## src/rtl/gesture_pkg.sv

```systemverilog
// rtl/gesture_pkg.sv - shared constants, motion vector type and streamer state encoding
package gesture_pkg;

    localparam int VW       = 6;                    // vector component width, two's complement
    localparam int WIN      = 16;                   // vectors per window, power of 2
    localparam int NUM_GEST = 26;                   // library gestures
    localparam int AW       = 9;                    // library address width
    localparam int SW       = $clog2(WIN);          // slot index width
    localparam int GW       = 5;                    // gesture index width
    localparam int CW       = $clog2(WIN + 1);      // fill count width, holds WIN itself

    typedef struct packed {
        logic signed [VW-1:0] x;
        logic signed [VW-1:0] y;
    } mv_t;

    typedef enum logic [1:0] {
        FILL  = 2'd0,
        IDLE  = 2'd1,
        ADDR  = 2'd2,
        DRAIN = 2'd3
    } mws_state_t;

endpackage

```

## src/rtl/mv_history_ram.sv

```systemverilog
// rtl/mv_history_ram.sv - WIN-deep circular motion vector store with oldest-first registered read
//
// Ports:
//   i_clk, i_rst_n   clock, asynchronous active-low reset (write pointer only)
//   i_clear          synchronous pointer reset
//   i_we, i_wdata    write one packed {x, y} vector at the write pointer, pointer advances
//   i_rd_slot        relative slot, 0 = oldest entry
//   o_rd_data        registered read data, valid the cycle after i_rd_slot
module mv_history_ram
    import gesture_pkg::*;
(
    input  logic            i_clk,
    input  logic            i_rst_n,
    input  logic            i_clear,
    input  logic            i_we,
    input  logic [2*VW-1:0] i_wdata,
    input  logic [SW-1:0]   i_rd_slot,
    output logic [2*VW-1:0] o_rd_data
);

    logic [2*VW-1:0] mem_q [WIN];
    logic [2*VW-1:0] rd_data_q;
    logic [SW-1:0]   wr_ptr_q;
    logic [SW-1:0]   rd_idx;

    // The write pointer points at the oldest entry once the store is full,
    // so slot 0 maps onto it; the sum wraps mod WIN by width.
    assign rd_idx = wr_ptr_q + i_rd_slot;

    always_ff @(posedge i_clk or negedge i_rst_n) begin
        if (!i_rst_n) begin
            wr_ptr_q <= '0;
        end else if (i_clear) begin
            wr_ptr_q <= '0;
        end else if (i_we) begin
            wr_ptr_q <= wr_ptr_q + 1'b1;
        end
    end

    // Contents need no reset: every slot is written before the first stream.
    always_ff @(posedge i_clk) begin
        if (i_we && !i_clear) begin
            mem_q[wr_ptr_q] <= i_wdata;
        end
        rd_data_q <= mem_q[rd_idx];
    end

    assign o_rd_data = rd_data_q;

endmodule

```

## src/rtl/motion_window_streamer.sv

```systemverilog
// rtl/motion_window_streamer.sv - streams the motion history window against every library gesture
//
// Ports:
//   i_clk, i_rst_n            clock, asynchronous active-low reset
//   i_mv_valid, i_mv_x/y      per-frame motion vector pulse
//   i_clear                   synchronous flush of history and stream
//   i_dst_ready               consumer idle, gates stream launch
//   o_lib_en, o_lib_addr      library ROM read (addr = gest*WIN + slot)
//   i_lib_x/y                 ROM data, one cycle after o_lib_en
//   o_valid, o_first, o_last  beat framing
//   o_gest, o_slot            beat tags, slot 0 = oldest vector
//   o_vec_x/y, o_lib_x/y      aligned history / library pair
//   o_full, o_overrun         history full, pending vector overwritten pulse
module motion_window_streamer
    import gesture_pkg::*;
(
    input  logic          i_clk,
    input  logic          i_rst_n,
    input  logic          i_mv_valid,
    input  logic [VW-1:0] i_mv_x,
    input  logic [VW-1:0] i_mv_y,
    input  logic          i_clear,
    input  logic          i_dst_ready,
    output logic          o_lib_en,
    output logic [AW-1:0] o_lib_addr,
    input  logic [VW-1:0] i_lib_x,
    input  logic [VW-1:0] i_lib_y,
    output logic          o_valid,
    output logic          o_first,
    output logic          o_last,
    output logic [GW-1:0] o_gest,
    output logic [SW-1:0] o_slot,
    output logic [VW-1:0] o_vec_x,
    output logic [VW-1:0] o_vec_y,
    output logic [VW-1:0] o_lib_x,
    output logic [VW-1:0] o_lib_y,
    output logic          o_full,
    output logic          o_overrun
);

    mws_state_t    state_q, state_d;
    logic [CW-1:0] count_q, count_d;
    logic          arm_q, arm_d;
    logic          pend_v_q, pend_v_d;
    mv_t           pend_q, pend_d;
    logic [GW-1:0] gest_q, gest_d;
    logic [SW-1:0] slot_q, slot_d;
    logic          drain_q, drain_d;
    logic          overrun_q, overrun_d;

    // Stage 1: tags of the address issued last cycle, lined up with ROM data.
    logic          v1_q, first1_q, last1_q;
    logic [GW-1:0] gest1_q;
    logic [SW-1:0] slot1_q;

    // Stage 2: registered beat outputs.
    logic          valid_q, first_q, last_q;
    logic [GW-1:0] out_gest_q;
    logic [SW-1:0] out_slot_q;
    mv_t           vec_q, lib_q;

    logic          we;
    mv_t           wdata;
    mv_t           mv_in;
    logic [2*VW-1:0] hist_rd;
    logic          in_addr, addr_first, addr_last, slot_end;

    assign mv_in      = {i_mv_x, i_mv_y};
    assign in_addr    = (state_q == ADDR);
    assign slot_end   = (slot_q == SW'(WIN - 1));
    assign addr_first = in_addr && (gest_q == '0) && (slot_q == '0);
    assign addr_last  = in_addr && (gest_q == GW'(NUM_GEST - 1)) && slot_end;

    mv_history_ram u_hist (
        .i_clk     (i_clk),
        .i_rst_n   (i_rst_n),
        .i_clear   (i_clear),
        .i_we      (we),
        .i_wdata   (wdata),
        .i_rd_slot (slot_q),
        .o_rd_data (hist_rd)
    );

    always_comb begin
        state_d   = state_q;
        count_d   = count_q;
        arm_d     = arm_q;
        pend_v_d  = pend_v_q;
        pend_d    = pend_q;
        gest_d    = gest_q;
        slot_d    = slot_q;
        drain_d   = drain_q;
        overrun_d = 1'b0;
        we        = 1'b0;
        wdata     = mv_in;

        if (i_clear) begin
            state_d  = FILL;
            count_d  = '0;
            arm_d    = 1'b0;
            pend_v_d = 1'b0;
            gest_d   = '0;
            slot_d   = '0;
            drain_d  = 1'b0;
        end else begin
            case (state_q)
                FILL: begin
                    if (i_mv_valid) begin
                        we      = 1'b1;
                        count_d = count_q + 1'b1;
                        if (count_q == CW'(WIN - 1)) begin
                            state_d = IDLE;
                            arm_d   = 1'b1;
                        end
                    end
                end
                IDLE: begin
                    if (i_mv_valid) begin
                        we    = 1'b1;
                        arm_d = 1'b1;
                    end
                    if (arm_q && i_dst_ready) begin
                        state_d = ADDR;
                        gest_d  = '0;
                        slot_d  = '0;
                        // A vector written on this edge is already in the launched window.
                        arm_d   = 1'b0;
                    end
                end
                ADDR: begin
                    if (i_mv_valid) begin
                        pend_d    = mv_in;
                        pend_v_d  = 1'b1;
                        overrun_d = pend_v_q;
                    end
                    slot_d = slot_q + 1'b1;
                    if (slot_end) begin
                        gest_d = gest_q + 1'b1;
                        if (gest_q == GW'(NUM_GEST - 1)) begin
                            gest_d  = '0;
                            state_d = DRAIN;
                            drain_d = 1'b0;
                        end
                    end
                end
                default: begin // DRAIN
                    if (!drain_q) begin
                        drain_d = 1'b1;
                        if (i_mv_valid) begin
                            pend_d    = mv_in;
                            pend_v_d  = 1'b1;
                            overrun_d = pend_v_q;
                        end
                    end else begin
                        // Commit on IDLE entry; a vector arriving now supersedes the pending one.
                        state_d  = IDLE;
                        drain_d  = 1'b0;
                        pend_v_d = 1'b0;
                        if (i_mv_valid || pend_v_q) begin
                            we        = 1'b1;
                            wdata     = i_mv_valid ? mv_in : pend_q;
                            arm_d     = 1'b1;
                            overrun_d = i_mv_valid && pend_v_q;
                        end
                    end
                end
            endcase
        end
    end

    always_ff @(posedge i_clk or negedge i_rst_n) begin
        if (!i_rst_n) begin
            state_q    <= FILL;
            count_q    <= '0;
            arm_q      <= 1'b0;
            pend_v_q   <= 1'b0;
            pend_q     <= '0;
            gest_q     <= '0;
            slot_q     <= '0;
            drain_q    <= 1'b0;
            overrun_q  <= 1'b0;
            v1_q       <= 1'b0;
            first1_q   <= 1'b0;
            last1_q    <= 1'b0;
            gest1_q    <= '0;
            slot1_q    <= '0;
            valid_q    <= 1'b0;
            first_q    <= 1'b0;
            last_q     <= 1'b0;
            out_gest_q <= '0;
            out_slot_q <= '0;
            vec_q      <= '0;
            lib_q      <= '0;
        end else begin
            state_q   <= state_d;
            count_q   <= count_d;
            arm_q     <= arm_d;
            pend_v_q  <= pend_v_d;
            pend_q    <= pend_d;
            gest_q    <= gest_d;
            slot_q    <= slot_d;
            drain_q   <= drain_d;
            overrun_q <= overrun_d;
            gest1_q   <= gest_q;
            slot1_q   <= slot_q;
            if (i_clear) begin
                v1_q     <= 1'b0;
                first1_q <= 1'b0;
                last1_q  <= 1'b0;
                valid_q  <= 1'b0;
                first_q  <= 1'b0;
                last_q   <= 1'b0;
            end else begin
                v1_q     <= in_addr;
                first1_q <= addr_first;
                last1_q  <= addr_last;
                valid_q  <= v1_q;
                first_q  <= first1_q;
                last_q   <= last1_q;
                if (v1_q) begin
                    out_gest_q <= gest1_q;
                    out_slot_q <= slot1_q;
                    vec_q      <= mv_t'(hist_rd);
                    lib_q      <= {i_lib_x, i_lib_y};
                end
            end
        end
    end

    assign o_lib_en   = in_addr;
    assign o_lib_addr = {gest_q, slot_q};
    assign o_valid    = valid_q;
    assign o_first    = first_q;
    assign o_last     = last_q;
    assign o_gest     = out_gest_q;
    assign o_slot     = out_slot_q;
    assign o_vec_x    = vec_q.x;
    assign o_vec_y    = vec_q.y;
    assign o_lib_x    = lib_q.x;
    assign o_lib_y    = lib_q.y;
    assign o_full     = (count_q == CW'(WIN));
    assign o_overrun  = overrun_q;

endmodule

```

## config.mk

```make
export PLATFORM = sky130hd
export DESIGN_NAME = motion_window_streamer
export DESIGN_NICKNAME = d
export VERILOG_FILES = /design/src/rtl/gesture_pkg.sv /design/src/rtl/mv_history_ram.sv /design/src/rtl/motion_window_streamer.sv
export SDC_FILE = /design/constraint.sdc
export NUM_CORES = 1
export LEC_CHECK = 0
export ABC_AREA = 1
export BUFFER_PORTS_ARGS = -buffer_cell sky130_fd_sc_hd__buf_2
export CAP_MARGIN = 10
export CELL_PAD_IN_SITES_DETAIL_PLACEMENT = 1
export CELL_PAD_IN_SITES_GLOBAL_PLACEMENT = 1
export CORE_UTILIZATION = 51
export DETAILED_ROUTE_END_ITERATION = 10
export PLACE_DENSITY = 0.87
export SETUP_SLACK_MARGIN = 0.02
export SLEW_MARGIN = 20
export SYNTH_ARGS = -nofsm -noshare
export SYNTH_HDL_FRONTEND = slang
export SYNTH_HIERARCHICAL = 1
export SYNTH_SLANG_ARGS = --single-unit
```

## constraint.sdc

```tcl
create_clock -name i_clk -period 4.2 [get_ports i_clk]
set_input_delay 0.21 -clock i_clk [delete_from_list [all_inputs] [get_ports i_clk]]
set_output_delay 0.21 -clock i_clk [all_outputs]
set_load 0.03 [all_outputs]
```

==> reports/metrics.yaml, run 1 <==
worstMarginPinSlew_ns: 1.15
max_slew_margin_pct: 22.8
layoutNonFillerInstCount: 1835
synth_edf_count: 192
combinationalPowerShare_pct: 33.7
dp.cells: 1764
fp.dieH_um: 161
cts_tree: "built"
num_antenna_cells: 0
tritoncts.num_buffers: 31
reg2reg_depth: 10
cp_top_family: "simple AND/OR/NAND/NOR gates"
syn_area_um2: 13000
cts-resized-gates: 0
reg2reg_to: "u_hist/mem_q[13][8]$_DFFE_PP_"
vias_per_cell: 5.40
cp-end-kind: "flop"
postSynthNetCount: 1451
cellLeakagePower_nw: 7.06
p_seq_share_pct: 38.0
syn_area_per_cell_um2: 9.26
path_buf_inv: 3
worstHoldPathType: "in -> reg"
pwr_density_cell_nw_per_um2: 633
swShare_pct: 38.3
rrSetupSlack_ns: 0.91
switchingPower_mw: 3.56
period_needed_ns: 3.29
ys_top_cells_by_count: "552 x nand2_1, 237 x inv_1, 192 x edfxtp_1"
ys_ff_latch: 288
async_flop_share_pct: 29.2
clk_pin_slew_ns: 0.06
synth.most_common_cell: "nand2_1"
status: "finished with violations"
cp-start-kind: "flop"
drc_errors: 1
cap_violations: 0
fill_cells: 2836
hold_ws_ns: 0.0273
slowest_stage: "nor2_1"
h-tree-depth: 1
rows: 58
violations: "DRC"
crit_fanout: 12
arrival_ns: 3.45
fmax_mhz: 304
gp_congestion: 0.837
grt_usage_pct: 30.2
crit_start: "state_q[1]$_DFFE_PN0P_"
grt_overflow: 0
synthFlopType: "edfxtp_1"
dr.pass1.iters: 8
antenna_left: 0
start_util_pct: 51.8
yosys_warnings: 6
path_class: "reg -> reg"
ys_seq_area_share_pct: 62.5
coreArea_um2: 25000
clock_sinks: 288
vias: 9914
yosysTopAreaCell: "edfxtp_1"
dp_hpwl_um: 23600
setup_violations: 0
clock_power_share_pct: 28.4
root_buffer: "clkbuf_16"
drt_iter0_markers: 804
maxSlewViolCount: 0
clock_latency_ns: 0.57
antenna_found_initial: 2
portBuffers: 76
grt_pass1_wl_um: 59100
layout-drive-gt1-share_pct: 10.4
worst_path_largest_cell_delay_ns: 0.94
die_x_um: 161
fin_skew_ns: 0.0241
crit_path_end: "u_hist/mem_q[13][8]$_DFFE_PP_"
ir_worst_vdd_mv: 0.361
grt_pass1_vias: 10478
crit_cells: 10
dieArea_um2: 26100
cp_data_required_time_ns: 4.36
final_nets: 1531
grt_max_degree: 97
synth.distinct_cells: 37
crit_chain: "inv_1 > ha_1 > nor2_4 > nor2_1 > o211ai_1 > inv_1 > inv_1 > nor2_1 > nand2_1 > nor2_1"
synthTopCellsByArea: "edfxtp_1 44%, dfrtp_1 16%, nand2_1 16%"
rsz0062_at_grt: "false"
wl_per_cell_um: 20.9
clock_path_buffers: 3
synthToLayoutAreaGrowth_pct: 13.0
synthCells: 1401
wl_um: 38400
p_int_mw: 5.72
synth_top_area_share_pct: 44.4
hold_violations: 0
ios: 77
post-route-period-util_pct: 78.3
setup_tns_ns: 0
rr_startpoint: "state_q[1]$_DFFE_PN0P_"
==> power groups by stage <==
stage	clock [mW]	combinational (mW)	sequential, mW
2_1_floorplan	0	1.90	3.78
3_3_place_gp	0	2.83	3.55
3_5_place_dp	0	2.99	3.57
4_1_cts	2.64	3.08	3.52
5_1_grt	2.74	3.41	3.55
6_report	2.63	3.12	3.52
==> area by class of cell <==
cell class	instances	area (µm²)	area share, %
clock buffers	52	925	6.31
repair buffers	100	599	4.09
flip-flops and latches	288	8110	55.3
clock inverters	5	46.3	0.316
multi-input cells	816	3640	24.9
well taps	330	413	2.82
inverters	244	917	6.26
==> worst min-delay path by stage <==
stage / start / to / slack [ns] / depth (start not counted)
3_5_place_dp: i_rst_n / o_lib_x[1]$_DFFE_PN0P_ / 0.25 / 1
3_3_place_gp: i_rst_n / o_lib_x[1]$_DFFE_PN0P_ / 0.24 / 1
6_report: i_clear / o_last$_DFF_PN0_ / 0.03 / 2
5_1_grt: i_clear / o_last$_DFF_PN0_ / 0.06 / 2
2_1_floorplan: i_rst_n / arm_q$_DFFE_PN0P_ / -0.09 / 0
4_1_cts: i_mv_x[3] / pend_q[9]$_DFFE_PN0P_ / 0.02 / 5
==> what timing repair did <==
item	in CTS	in global routing
setup buffers	0	0
hold buffers	13	0
endpoints found under the hold margin	56	0
setup endpoints to repair	0	0
==> flip-flops by register name (all words and copies together) (netlist names), 2 cells and up <==
signal and flops:
slot1_q 4, gest_q 5, u_hist/mem_q 192, u_hist/o_rd_data 12, o_lib_x 6, o_vec_y 6
o_vec_x 6, o_slot 4, o_gest 5, u_hist/wr_ptr_q 4, state_q 2, slot_q 4
pend_q 12, count_q 5, gest1_q 5, o_lib_y 6
==> layout by cell type, fill, tap and decap left out, types with 6 or more instances in the layout <==
cell,n
edfxtp_1,192
buf_2,75
buf_4,11
o21ai_2,9
nor2_1,40
dfrtp_1,84
a21oi_1,7
clkbuf_8,7
nand2_1,552
inv_1,237
inv_2,6
nand4_1,7
clkbuf_1,14
ha_1,19
dlygate4sd3_1,13
o21ai_0,36
clkbuf_16,31
nand3_1,115
dfxtp_1,12
==> per-layer routing <==
layer,vias up,track usage (%),wire length (µm)
met5,-,0,0
met4,0,12.5,1400
met3,100,3.26,2410
met2,369,53.5,19600
met1,4926,37.5,15000
li1,4519,-,-
==> per-stage QoR <==
stage	util, %	setup WS [ns]	area [µm²]	total power [mW]
4_1_cts	58.4	0.956	14600	9.24
3_3_place_gp	54.0	1.18	13500	6.38
5_1_grt	58.5	0.806	14700	9.71
2_1_floorplan	-	1.79	13000	5.68
6_report	58.5	0.910	14700	9.28
3_5_place_dp	54.0	1.01	13500	6.56
==> cells by family (layout without fill, tap and decap cells) <==
group / Yosys count / in the layout / synth area share, %
AND/OR/NAND/NOR: 728 / 728 / 22.6
buffers and inverters: 297 / 401 / 9.50
adder cells (fa/ha/maj): 21 / 21 / 2.08
AO/OA/AOI/OAI: 65 / 65 / 3.04
XOR/XNOR: 2 / 2 / 0.280
flip-flops: 288 / 288 / 62.5
Note: power is estimated with default switching activity, not from simulation.
==> run 2, diff against run 1 <==
--- a/config.mk
+++ b/config.mk
@@ -5,14 +5,14 @@
 export SDC_FILE = /design/constraint.sdc
 export NUM_CORES = 1
 export LEC_CHECK = 0
-export ABC_AREA = 1
+export ABC_AREA = 0
 export BUFFER_PORTS_ARGS = -buffer_cell sky130_fd_sc_hd__buf_2
 export CAP_MARGIN = 10
 export CELL_PAD_IN_SITES_DETAIL_PLACEMENT = 1
 export CELL_PAD_IN_SITES_GLOBAL_PLACEMENT = 1
-export CORE_UTILIZATION = 51
+export CORE_UTILIZATION = 47
 export DETAILED_ROUTE_END_ITERATION = 10
-export PLACE_DENSITY = 0.87
+export PLACE_DENSITY = 0.78
 export SETUP_SLACK_MARGIN = 0.02
 export SLEW_MARGIN = 20
 export SYNTH_ARGS = -nofsm -noshare
==> constraint.sdc (replaced) <==
create_clock -name i_clk -period 2.7 [get_ports i_clk]
set_input_delay 0.135 -clock i_clk [delete_from_list [all_inputs] [get_ports i_clk]]
set_output_delay 0.135 -clock i_clk [all_outputs]
set_load 0.03 [all_outputs]
==> run 2 against run 1 <==
The run now ends clean; hold slack improved by 0.021 ns; routed wire length down 25%; clock-buffer cell count shrank 13; utilization shrank 1.6 points; critical endpoint is now u_hist/o_rd_data[2]$_DFF_P_; highest routed layer unchanged.
==> reports/metrics.yaml, run 2 <==
worstHoldPathType: "in -> reg"
syn_area_per_cell_um2: 17.5
cts_setup_buffers: 0
hold_depth: 3
yosysTopAreaCell: "edfxtp_1"
p_total_mw: 12.6
crit_cells: 5
fin_skew_ns: 0.0146
reg2reg_depth: 5
antenna_left: 0
worst_path_largest_cell_delay_ns: 0.84
grt_usage_pct: 23.0
dieArea_um2: 26000
hold_ws_ns: 0.0483
num_antenna_cells: 0
start_util_pct: 48.3
layout_common_cells: "192 x edfxtp_1, 84 x dfrtp_1, 75 x buf_2, 57 x mux2_2, 39 x nand2_1"
synth_edf_count: 192
clock_path_buffers: 3
place_ws_ns: -0.143
synthCells: 678
crit_top_cell: "nand3_1"
grt_pass1_wl_um: 44300
dp_hpwl_um: 18600
yosys_warnings: 6
cp_top_family: "compound AO/OA/AOI/OAI gates"
vias: 6586
grt_pass1_vias: 7244
postSynthNetCount: 728
p_int_mw: 8.97
syn_area_um2: 11900
status: "finished, final reports clean"
die_x_um: 161
synth.most_common_cell: "edfxtp_1"
switchingPower_mw: 3.60
wl_per_cell_um: 25.0
cellLeakagePower_nw: 5.35
synth_top_area_share_pct: 48.5
fp.dieH_um: 161
synthToLayoutAreaGrowth_pct: 17.6
period_needed_ns: 2.52
clock_latency_ns: 0.56
top_register: "u_hist/mem_q"
tritoncts.num_buffers: 30
rows: 57
fill_cells: 2240
antenna_found_initial: 0
largest_reg_flops: 192
clock_power_share_pct: 33.8
clock_sinks: 288
slowest_stage: "a21oi_4"
synth.distinct_cells: 59
portBuffers: 76
grt_max_degree: 75
synthFlopType: "edfxtp_1"
ir_worst_vdd_mv: 0.766
coreArea_um2: 24600
path_buf_inv: 0
maxSlewViolCount: 0
setup_violations: 0
ys_seq_area_share_pct: 68.2
arrival_ns: 3.01
worstMarginPinSlew_ns: 1.02
cp-end-kind: "flop"
crit_fanout: 36
pwr_density_cell_nw_per_um2: 898
cts_tree: "built"
dr.pass1.iters: 5
drt_iter0_markers: 537
vias_per_cell: 5.69
hold_violations: 0
wl_um: 29000
synthTopCellsByArea: "edfxtp_1 48%, dfrtp_1 18%, mux4_2 5.7%"
crit_chain: "ha_1 > nand3_1 > a21oi_4 > o211ai_1 > nand3_1"
combinationalPowerShare_pct: 22.9
cap_violations: 0
cp-start-kind: "flop"
final_common_cell: "edfxtp_1"
grt_overflow: 0
final_nets: 860
swShare_pct: 28.6
ys_ff_latch: 288
h-tree-depth: 1
max_slew_margin_pct: 32.1
gp_congestion: 0.807
drc_errors: 0
root_buffer: "clkbuf_16"
async_flop_share_pct: 29.2
layout-drive-gt1-share_pct: 31.1
ys_top_cells_by_count: "192 x edfxtp_1, 84 x dfrtp_1, 57 x mux2_2"
rsz0062_at_grt: "false"
fmax_mhz: 397
post-route-period-util_pct: 93.3
clk_pin_slew_ns: 0.06
path_class: "reg -> reg"
ios: 77
cp_data_required_time_ns: 3.19
p_seq_share_pct: 43.2
layout_setup_ws_ns: 0.180
==> run 2: cell count changes after synthesis, moves of 24 or more <==
cell      previous run  this run
nand3_1            115        23
mux2_2               0        57
inv_1              237        15
nand2_1            552        39
o21ai_0             36        10
nor2_1              43        18
mux4_2               0        30
o211ai_1             1        25
buf_2               33         7
==> run 2: what timing repair did <==
action	CTS	global route
gates resized for setup	1	4
endpoints found under the hold margin	99	0
setup endpoints to repair	12	192
hold buffers	28	0
==> run 2: final timing paths <==
kind | startpoint | to | slack [ns]
setup / recovery | u_hist/wr_ptr_q[2]$_DFFE_PN0P_ | u_hist/o_rd_data[2]$_DFF_P_ | 0.18
hold / removal | i_dst_ready | state_q[0]$_DFFE_PN0P_ | 0.05
setup reg to reg | u_hist/wr_ptr_q[2]$_DFFE_PN0P_ | u_hist/o_rd_data[2]$_DFF_P_ | 0.18
hold reg to reg | u_hist/o_rd_data[9]$_DFF_P_ | o_vec_x[3]$_DFFE_PN0P_ | 0.46
max in group asynchronous | i_rst_n | o_lib_x[5]$_DFFE_PN0P_ | 1.71
min in group asynchronous | i_rst_n | o_vec_x[2]$_DFFE_PN0P_ | 0.24
==> run 2: power groups by stage <==
stage / Clock, mW / Combinational, mW / Sequential (mW)
3_5_place_dp: 0 / 2.84 / 5.52
5_1_grt: 4.46 / 3.08 / 5.49
3_3_place_gp: 0 / 2.71 / 5.46
2_1_floorplan: 0 / 1.69 / 5.85
4_1_cts: 4.32 / 2.90 / 5.44
6_report: 4.25 / 2.88 / 5.43
==> run 2: final cells by class <==
| class | count | area [µm²] | area share (%) |
|---|---|---|---|
| inverters | 16 | 60.1 | 0.429 |
| repair buffers | 132 | 948 | 6.78 |
| multi-input cells | 342 | 3440 | 24.6 |
| clock buffers | 39 | 868 | 6.21 |
| flip-flops and latches | 288 | 8110 | 57.9 |
| well taps | 324 | 405 | 2.90 |
| clock inverters | 17 | 168 | 1.20 |
==> run 2: kinds of logic after synthesis <==
kind of cell	Yosys count	synth area share (%)
buf+inv	48	3.20
xor+xnor	9	0.789
compound gates	68	4.35
mux	108	15.3
fa+ha+maj	21	2.27
flops	288	68.2
simple gates	136	5.93
==> run 2: through the flow <==
step | TNS, ns | instances | util (%) | instance area (µm²)
2_1_floorplan | 0 | 678 | - | 11900
3_3_place_gp | 0 | 1074 | 51.5 | 12700
5_1_grt | 0 | 1158 | 56.9 | 14000
6_report | 0 | 1158 | 56.9 | 14000
3_5_place_dp | -1.71 | 1074 | 51.5 | 12700
4_1_cts | 0 | 1158 | 56.8 | 14000
==> run 2: worst min-delay path: stages <==
cell,delay (ns)
buf_2,0.11
a311o_1,0.18
o211ai_1,0.11
==> run 2: layer usage <==
layer,vias up,GRT usage (%),routed length [µm]
met2,202,40.0,15000
met3,39,3.42,1540
met1,3444,30.6,11900
li1,2901,-,-
met4,0,5.23,524
met5,-,0,0
